$ cat src/rtl/ice_spi_pkg.sv
// rtl/ice_spi_pkg.sv - shared types and helpers for the SPI readout buffer
// Purpose: FSM state type, default geometry, slice/count helper localparams
//          and the lane-count legality check used at elaboration.
// Ports:   none (package).
package ice_spi_pkg;

  typedef enum logic [1:0] {
    IDLE   = 2'd0,
    ARMED  = 2'd1,
    STREAM = 2'd2
  } state_t;

  localparam int DEF_W_IN  = 16;
  localparam int DEF_LANES = 8;
  localparam int DEF_DEPTH = 256;
  localparam int DEF_CHUNK = 64;

  // Slices per word and level counter width for the default geometry.
  localparam int SPW   = DEF_W_IN / DEF_LANES;
  localparam int CNT_W = $clog2(DEF_DEPTH + 1);

  // Lanes must be a supported bus width and split a word evenly.
  function automatic bit lanes_ok(input int lanes, input int w_in);
    return ((lanes == 1) || (lanes == 2) || (lanes == 4) || (lanes == 8)) &&
           ((w_in % lanes) == 0);
  endfunction

endpackage

$ cat src/rtl/fifo_sync.sv
// rtl/fifo_sync.sv - single-clock FIFO with registered in_ready and level
// Purpose: word store for readout paths; en=0 empties it synchronously.
// Ports:
//   clk, rst_      clock, asynchronous active-low reset
//   en             0 = flush pointers/level and refuse pushes
//   in_valid/in_ready/in_data   push handshake (push = in_valid & in_ready)
//   pop            remove head word this cycle (caller guarantees non-empty)
//   head           word at the read pointer
//   level          words currently held
module fifo_sync #(
  parameter int W     = 16,
  parameter int DEPTH = 256,
  localparam int AW   = $clog2(DEPTH),
  localparam int LW   = $clog2(DEPTH + 1)
) (
  input  logic          clk,
  input  logic          rst_,
  input  logic          en,
  input  logic          in_valid,
  output logic          in_ready,
  input  logic [W-1:0]  in_data,
  input  logic          pop,
  output logic [W-1:0]  head,
  output logic [LW-1:0] level
);

  logic [W-1:0]  mem [DEPTH];
  logic [AW-1:0] wptr;
  logic [AW-1:0] rptr;
  logic [LW-1:0] level_nxt;
  logic          push;

  assign push = in_valid & in_ready;
  assign head = mem[rptr];

  always_comb begin
    level_nxt = level;
    if (push && !pop) begin
      level_nxt = level + LW'(1);
    end else if (pop && !push) begin
      level_nxt = level - LW'(1);
    end
  end

  // in_ready is computed from the level this edge produces, so a full FIFO
  // refuses the next push even if a pop lands in that same cycle.
  always_ff @(posedge clk or negedge rst_) begin
    if (!rst_) begin
      wptr     <= '0;
      rptr     <= '0;
      level    <= '0;
      in_ready <= 1'b0;
    end else if (!en) begin
      wptr     <= '0;
      rptr     <= '0;
      level    <= '0;
      in_ready <= 1'b0;
    end else begin
      if (push) wptr <= wptr + AW'(1);
      if (pop)  rptr <= rptr + AW'(1);
      level    <= level_nxt;
      in_ready <= (level_nxt < LW'(DEPTH));
    end
  end

  always_ff @(posedge clk) begin
    if (push) mem[wptr] <= in_data;
  end

endmodule

$ cat src/rtl/spi_readout_buffer.sv
// rtl/spi_readout_buffer.sv - chunked readout FIFO serialised onto SPI lanes
// Purpose: buffers readout words, arms d_ready once a full chunk is held and
//          shifts that chunk out MSB-first, one LANES-wide slice per trigger.
// Ports:
//   clk, rst_      clock, asynchronous active-low reset
//   en             0 = synchronous flush to idle
//   in_valid/in_ready/in_data   readout word push handshake
//   out_trigger    strobe: SPI consumed the current slice
//   out_data       current slice (0 when nothing is armed)
//   d_ready        chunk armed, waiting for its first trigger
//   underrun       sticky: trigger arrived while idle
//   level          words held in the FIFO
module spi_readout_buffer
  import ice_spi_pkg::*;
#(
  parameter int W_IN  = DEF_W_IN,
  parameter int LANES = DEF_LANES,
  parameter int DEPTH = DEF_DEPTH,
  parameter int CHUNK = DEF_CHUNK
) (
  input  logic                       clk,
  input  logic                       rst_,
  input  logic                       en,
  input  logic                       in_valid,
  output logic                       in_ready,
  input  logic [W_IN-1:0]            in_data,
  input  logic                       out_trigger,
  output logic [LANES-1:0]           out_data,
  output logic                       d_ready,
  output logic                       underrun,
  output logic [$clog2(DEPTH+1)-1:0] level
);

  localparam int SLICES = W_IN / LANES;
  localparam int SC_W   = (SLICES > 1) ? $clog2(SLICES) : 1;
  localparam int WL_W   = (CHUNK > 1) ? $clog2(CHUNK) : 1;
  localparam int LVL_W  = $clog2(DEPTH + 1);

  if (!lanes_ok(LANES, W_IN)) begin : g_bad_lanes
    $error("spi_readout_buffer: illegal LANES");
  end
  if ((DEPTH < 2) || ((DEPTH & (DEPTH - 1)) != 0)) begin : g_bad_depth
    $error("spi_readout_buffer: illegal DEPTH");
  end
  if ((CHUNK < 1) || (CHUNK > DEPTH)) begin : g_bad_chunk
    $error("spi_readout_buffer: illegal CHUNK");
  end

  state_t          state, state_nxt;
  logic [W_IN-1:0] shreg, shreg_nxt;
  logic [SC_W-1:0] slice_cnt, slice_cnt_nxt;
  logic [WL_W-1:0] words_left, words_left_nxt;
  logic            d_ready_nxt;
  logic            underrun_nxt;
  logic            pop;
  logic [W_IN-1:0] head;

  fifo_sync #(
    .W     (W_IN),
    .DEPTH (DEPTH)
  ) u_fifo (
    .clk      (clk),
    .rst_     (rst_),
    .en       (en),
    .in_valid (in_valid),
    .in_ready (in_ready),
    .in_data  (in_data),
    .pop      (pop),
    .head     (head),
    .level    (level)
  );

  // The slice on the bus is always the top LANES bits of the shift register;
  // clearing the register is what drives out_data to 0 when idle.
  assign out_data = shreg[W_IN-1 -: LANES];

  always_comb begin
    state_nxt      = state;
    shreg_nxt      = shreg;
    slice_cnt_nxt  = slice_cnt;
    words_left_nxt = words_left;
    d_ready_nxt    = d_ready;
    underrun_nxt   = underrun;
    pop            = 1'b0;
    case (state)
      IDLE: begin
        if (out_trigger) underrun_nxt = 1'b1;
        // Arming pops the first word immediately; the remaining CHUNK-1 words
        // are already counted in level, so later pops can never find it empty.
        if (level >= LVL_W'(CHUNK)) begin
          pop            = 1'b1;
          shreg_nxt      = head;
          slice_cnt_nxt  = '0;
          words_left_nxt = WL_W'(CHUNK - 1);
          d_ready_nxt    = 1'b1;
          state_nxt      = ARMED;
        end
      end
      ARMED, STREAM: begin
        if (out_trigger) begin
          d_ready_nxt = 1'b0;
          state_nxt   = STREAM;
          if (slice_cnt != SC_W'(SLICES - 1)) begin
            slice_cnt_nxt = slice_cnt + SC_W'(1);
            shreg_nxt     = shreg << LANES;
          end else if (words_left != '0) begin
            pop            = 1'b1;
            shreg_nxt      = head;
            slice_cnt_nxt  = '0;
            words_left_nxt = words_left - WL_W'(1);
          end else begin
            shreg_nxt = '0;
            state_nxt = IDLE;
          end
        end
      end
      default: begin
        shreg_nxt   = '0;
        d_ready_nxt = 1'b0;
        state_nxt   = IDLE;
      end
    endcase
  end

  always_ff @(posedge clk or negedge rst_) begin
    if (!rst_) begin
      state      <= IDLE;
      shreg      <= '0;
      slice_cnt  <= '0;
      words_left <= '0;
      d_ready    <= 1'b0;
      underrun   <= 1'b0;
    end else if (!en) begin
      state      <= IDLE;
      shreg      <= '0;
      slice_cnt  <= '0;
      words_left <= '0;
      d_ready    <= 1'b0;
      underrun   <= 1'b0;
    end else begin
      state      <= state_nxt;
      shreg      <= shreg_nxt;
      slice_cnt  <= slice_cnt_nxt;
      words_left <= words_left_nxt;
      d_ready    <= d_ready_nxt;
      underrun   <= underrun_nxt;
    end
  end

endmodule

$ cat config.mk
export PLATFORM = sky130hd
export DESIGN_NAME = spi_readout_buffer
export DESIGN_NICKNAME = d
export VERILOG_FILES = /design/src/rtl/ice_spi_pkg.sv /design/src/rtl/fifo_sync.sv /design/src/rtl/spi_readout_buffer.sv
export SDC_FILE = /design/constraint.sdc
export NUM_CORES = 2
export LEC_CHECK = 0
export CAP_MARGIN = 40
export CORE_MARGIN = 8
export CORE_UTILIZATION = 40
export CTS_BUF_LIST = sky130_fd_sc_hd__clkbuf_4
export DETAILED_ROUTE_END_ITERATION = 10
export PLACE_DENSITY = 0.51
export REMOVE_ABC_BUFFERS = 1
export SLEW_MARGIN = 30
export SYNTH_ARGS = -nofsm -noshare
export SYNTH_HDL_FRONTEND = slang
export SYNTH_SLANG_ARGS = --single-unit
export TNS_END_PERCENT = 50
$ cat constraint.sdc
create_clock -name clk -period 6.6 [get_ports clk]
set_input_delay 0.99 -clock clk [delete_from_list [all_inputs] [get_ports clk]]
set_output_delay 0.99 -clock clk [all_outputs]
set_load 0.02 [all_outputs]
## After elaboration in Yosys (flattened, before gate mapping)

Memory sizes are Yosys's and may differ from the RTL's.
Index checks and enable logic that the tools add are counted.

- Flip-flop bits (word level): 53
- Latch bits: 0
- Bits in writable memories: 4096
- Bits in read-only memories: 0
- Input port bits: 21
- Logic and storage cells: 88
- Memories kept: 1

Memory list:

| name | words | width | rd ports | clocked after memory_dff | write ports | RTL line | source |
|---|---|---|---|---|---|---|---|
| u_fifo.mem | 256 | 16 | 1 | 0 | 1 | fifo_sync.sv:27 | `logic [W-1:0] mem [DEPTH];` |

- Add/subtract/negate cells: 6
- $mul: 0
- Div/mod/pow operators: 0
- Magnitude comparators: 2
- Equality and inequality tests: 11
- Shifts and indexed selects: 0
- Multiplexer cells: 46
- Bitwise gates (word level): 1
- Reduce and logical (&&, ||, !) cells: 11

Operators by type and width:

| cell | count |
|---|---|
| two-way mux 16 bit | 5 |
| two-way mux 8 bit | 4 |
| one-hot mux 16 bit (2 select lines) | 1 |
| two-way mux 6 bit | 5 |
| two-way mux 9 bit | 3 |
| two-way mux 1 bit | 18 |
| adder 8 x 1 -> 8 bit, second input constant | 2 |
| inequality test 3 bit, second input constant | 4 |
| one-hot mux 6 bit (2 select lines) | 1 |
| two-way mux 2 bit | 5 |
| adder 9 x 1 -> 9 bit, second input constant | 1 |
| greater-or-equal comparator 9 x 7 -> 1 bit, second input constant | 1 |
| less-than comparator 9 bit, second input constant | 1 |
| subtractor 9 x 1 -> 9 bit, second input constant | 1 |
| inequality test 2 x 1 -> 1 bit, second input constant | 4 |
| one-hot mux 1 bit (2 select lines) | 3 |
| nonzero test 6 bit | 1 |
| subtractor 6 x 1 -> 6 bit, second input constant | 1 |
| AND reduction 5 bit | 1 |
| one-hot mux 2 bit (2 select lines) | 1 |
| AND reduction 2 bit | 2 |
| inequality test 3 x 1 -> 1 bit, second input constant | 1 |
| AND reduction 3 bit | 1 |
| equality test 2 x 1 -> 1 bit, second input constant | 1 |
| other kinds (7) | 9 |

## Logic depth before layout (Yosys ltp)

- Word-level depth: 10
- Mapped depth: 14
- Depth with buffers taken out: 9

## By module

From an unflattened synthesis, not the netlist that was laid out.

- Cell total of the unflattened synthesis: 7411
- Area, all modules: 160028.5 um^2

By module, submodules not included:

| module | instances | cells each | area each (um^2) | sequential area each (um^2) |
|---|---|---|---|---|
| fifo_sync | 1 | 7285 | 158595.9 | 123648.6 |
| spi_readout_buffer | 1 | 126 | 1432.6 | 650.6 |

## Least setup slack after synthesis

OpenSTA, ideal clock, no wires.

- Path type: input -> register
- Start point: input in_valid
- End point: memory u_fifo.mem[163][0] (enable)
- Setup time: 0.388 ns
- Arrival: 2.752 ns
- Data required time: 6.212 ns
- Slack: 3.459 ns
- Cell stages on the path: 6
- Buffers on the path: 3
- Path through: and2_1 > clkbuf_1 > clkbuf_1 > nand3_1 > clkbuf_1 > nor2_1

- Word-level cells in the longest chain between the ends: 3

RTL lines:

| item | RTL line | source |
|---|---|---|
| start, declared | spi_readout_buffer.sv:24 | `input logic in_valid,` |
| AND 1 bit | fifo_sync.sv:33 | `assign push = in_valid & in_ready;` |
| two-way mux 1 bit | fifo_sync.sv:67 | `if (push) mem[wptr] <= in_data;` |
| two-way mux 1 bit (implied by the code) | fifo_sync.sv:67 |  |
| end, declared | fifo_sync.sv:27 |  |

No other way between the ends.

## Worst setup path after layout

- Start point: register u_fifo.rptr[0]
- End point: register shreg[8]

- Word-level cells in the longest chain between the ends: 6
- Elaborated cells between the ends (all ways): 7
- Classes of those cells: mux (6); memory (1)

RTL lines:

| item | RTL line | source |
|---|---|---|
| start, declared | fifo_sync.sv:29 | `logic [AW-1:0] rptr;` |
| start signal, assigned | fifo_sync.sv:60 | `if (pop) rptr <= rptr + AW'(1);` |
| memory (256 x 16 bit) (*) | - |  |
| two-way mux 16 bit | spi_readout_buffer.sv:106 | `end else if (words_left != '0) begin` |
| two-way mux 16 bit | spi_readout_buffer.sv:103 | `if (slice_cnt != SC_W'(SLICES - 1)) begin` |
| two-way mux 16 bit | spi_readout_buffer.sv:100 | `if (out_trigger) begin` |
| one-hot mux 16 bit (2 select lines) (*) | spi_readout_buffer.sv:85 | `case (state)` |
| two-way mux 16 bit (*) | spi_readout_buffer.sv:133 | `end else if (!en) begin` |
| end signal, assigned | spi_readout_buffer.sv:142 | `shreg <= shreg_nxt;` |
| end, declared | spi_readout_buffer.sv:50 | `logic [W_IN-1:0] shreg, shreg_nxt;` |

Every way passes the cells marked *; elsewhere a longest branch is shown, timed or not. The select of a mux whose other input is x is not followed.
A chain may end at the register's enable or synchronous reset.

==> metrics <==
yosys warns=0; hold-critical path depth=3; maximum VDD drop=160 uV; Worst Skew=0.113 ns; Relative slew margins=0.205; setup slack after layout=1.65 ns; pre-CTS WS=1.81 ns; DR vias/cell=5.82; initial antenna violation count=31; crit path capture type=flop; #FFs+latches synth=4,149; FMAX=202 MHz; mapped cell area=161,000 um^2; worst setup path class=flop to flop; core footprint=399,000 um^2; adder-cell share of the synthesized area=0.00101; simple-gate share of the synthesized area=0.0207; Crit path required time=8.12 ns; first-pass GRT wire length=684,000 um; Detail Placement HPWL=295,000 um; Core Rows=232; number of global-route vias before repair=86,900; Leak=56.8 nW; Via Count=84,700; CTS max path bufs=5; Avg WL per Cell=34.1 um; WL final=496,000 um; clk_lat worst skew=1.65 ns; CTS tree=yes; area of the die=422,000 um^2; Die H=650 um; Synth area leaders=edfxtp_1 77%, mux4_2 13%, mux2i_1 2.4%, nor2_1 0.87%, dfrtp_1 0.83%; EDFF count, synth=4,096; final hold vios=0; post-layout min period=4.95 ns; post-synthesis compound-gate area fraction=0.0282; Synth Area in XOR/XNOR=0.000982; Async SR Flop Fraction=0.0128; Hold Crit Class=primary input to flop; commonest non-fill, non-tap cell in the layout=edfxtp_1; Chip Width=650 um; Inserted Clock Buffers=1,148; Initial Util=0.402; measured slew at the worst slew-check pin=1.19 ns; mux cell area share after synthesis=0.158; Ports=41; unrepaired setup endpoints after global routing=false; # setup viols final=0; Routed Antenna Nets=0; overall power=51.7 mW; Reg clk slew, reported paths=0.07 ns; Fill cells=34,000; Slew Viols, Final=0; cts hold-fix bufs=19; Residual DRC=0; nets=8,657; CP Max Fanout=21; GRT Overall Usage=0.231; pin count of the biggest net entering global routing=147; Synth top area share=0.766; Root Buffer=clkbuf_4; area grow syn2layout=14.5%; largest family of logic cells by synthesized area=multiplexers; DRT iter0 DRCs=9,384; outcome=complete, no violations; post-CTS resize count=0; PwrDens=281 nW/um^2; CP Launch Type=flop; ys flop type=edfxtp_1; first-pass iteration count of the detailed router=10; final hold slack=0.294 ns; grt ovf=0; Port Buffers=40; RD Place Congestion=0.879; WP data arrival=6.47 ns; post-CTS setup buffer count=0; FF-to-FF path depth=11; H-tree depth=7; layout cells sized above 1=0.356; largest area contributor in the netlist=edfxtp_1; Final period util=0.751; Avg Cell Area, Syn=21.6 um^2; Netlist cell types=74; sequential share of the synthesized area=0.774; most frequent cells in the layout=4,096 x edfxtp_1, 1,636 x clkbuf_4, 932 x mux4_2; Max Cap Viol=0; Mapped Cells=7,425; Clock Sink Count=4,149
## flip-flops by register name, indices dropped and copies added, names as in the netlist
name,flops
u_fifo.mem,4096
shreg,16
u_fifo.level,9
u_fifo.rptr,8
u_fifo.wptr,8
words_left,6
state,2
d_ready,1
slice_cnt,1
u_fifo.in_ready,1
underrun,1
## per-layer routing
layer  wire length, um  track usage  vias to the layer above  share of wire
met5                41            0                        -       0.000083
met4             19800        0.104                        6          0.040
met3             40200       0.0576                      928          0.081
met2            234000        0.360                     4021           0.47
met1            202000        0.308                    45500           0.41
li1                  -            -                    34200              -
## where the power goes
| group | switching (mW) | total (mW) | internal (mW) |
|---|---|---|---|
| clock network | 10.3 | 22.1 | 11.8 |
| registers | 0.00834 | 29.0 | 28.9 |
| logic | 0.598 | 0.688 | 0.0903 |
## final timing paths
kind | end | startpoint | slack, ns
max | shreg[8]$_DFFE_PN0P_ | u_fifo.rptr[0]$_DFFE_PN0P_ | 1.65
min | words_left[0]$_DFFE_PN0P_ | en | 0.29
max reg2reg | shreg[8]$_DFFE_PN0P_ | u_fifo.rptr[0]$_DFFE_PN0P_ | 1.65
min reg2reg | underrun$_DFFE_PN0P_ | underrun$_DFFE_PN0P_ | 0.51
max in group asynchronous | u_fifo.rptr[3]$_DFFE_PN0P_ | rst_ | 5.37
min in group asynchronous | words_left[0]$_DFFE_PN0P_ | rst_ | 0.53
## worst max-delay path: stages (launching register included)
cell and delay, ns:
dfrtp_4 0.76, buf_16 0.31, buf_12 0.26, buf_4 0.39, buf_4 0.36, mux4_2 0.57
a221oi_1 0.34, a211oi_1 0.15, buf_2 0.19, a2111oi_1 0.91, or3_1 0.40, nand3_1 0.12
## cells by family (layout without fill, tap and decap cells)
kind of cell,Yosys count,in the layout
AO/OA/AOI/OAI,647,647
buffers and inverters,461,2305
other,0,26
flip-flops,4149,4149
AND/OR/NAND/NOR,793,793
adder cells (fa/ha/maj),13,13
XOR/XNOR,18,18
multiplexers,1344,1344
## final cells by class
type | instances | area, um^2 | share of cell area
sequential | 4149 | 124000 | 0.676
timing repair buffer | 491 | 4740 | 0.0258
clock inverter | 162 | 1040 | 0.00566
antenna | 26 | 65.1 | 0.000354
inverter | 18 | 86.3 | 0.000470
clock buffer | 1634 | 12300 | 0.0667
tap | 5265 | 6590 | 0.0358
multi-input combinational | 2815 | 34700 | 0.189
## per-stage QoR
step	utilization	TNS, ns	cell area, um^2	instances
3_3_place_gp	0.423	0	169000	12700
3_5_place_dp	0.426	0	170000	12700
5_1_grt	0.460	0	184000	14600
6_report	0.460	0	184000	14600
4_1_cts	0.460	0	184000	14500
2_1_floorplan	-	-934.32	158000	6982
## synthesized netlist by cell type (all sizes together), types with 5 or more instances
cell type / number
edfxtp: 4096
a211oi: 28
a21oi: 134
mux2: 10
o31ai: 6
nand2b: 7
nor2: 373
nand2: 242
nor2b: 21
a2111oi: 15
clkbuf: 180
nor3: 28
a211o: 7
a22o: 20
o211ai: 15
ha: 13
or3: 8
or2: 5
mux4: 943
o21ai: 81
a31oi: 30
o2111ai: 7
a22oi: 102
a311oi: 8
o22ai: 36
a32oi: 5
xnor2: 9
o311ai: 13
mux2i: 391
dfrtp: 53
and2: 12
inv: 18
nand3: 64
o221ai: 47
a221oi: 61
xor2: 9
buf: 263
a221o: 8
nand4: 12
(Power assumes the default switching activity.)
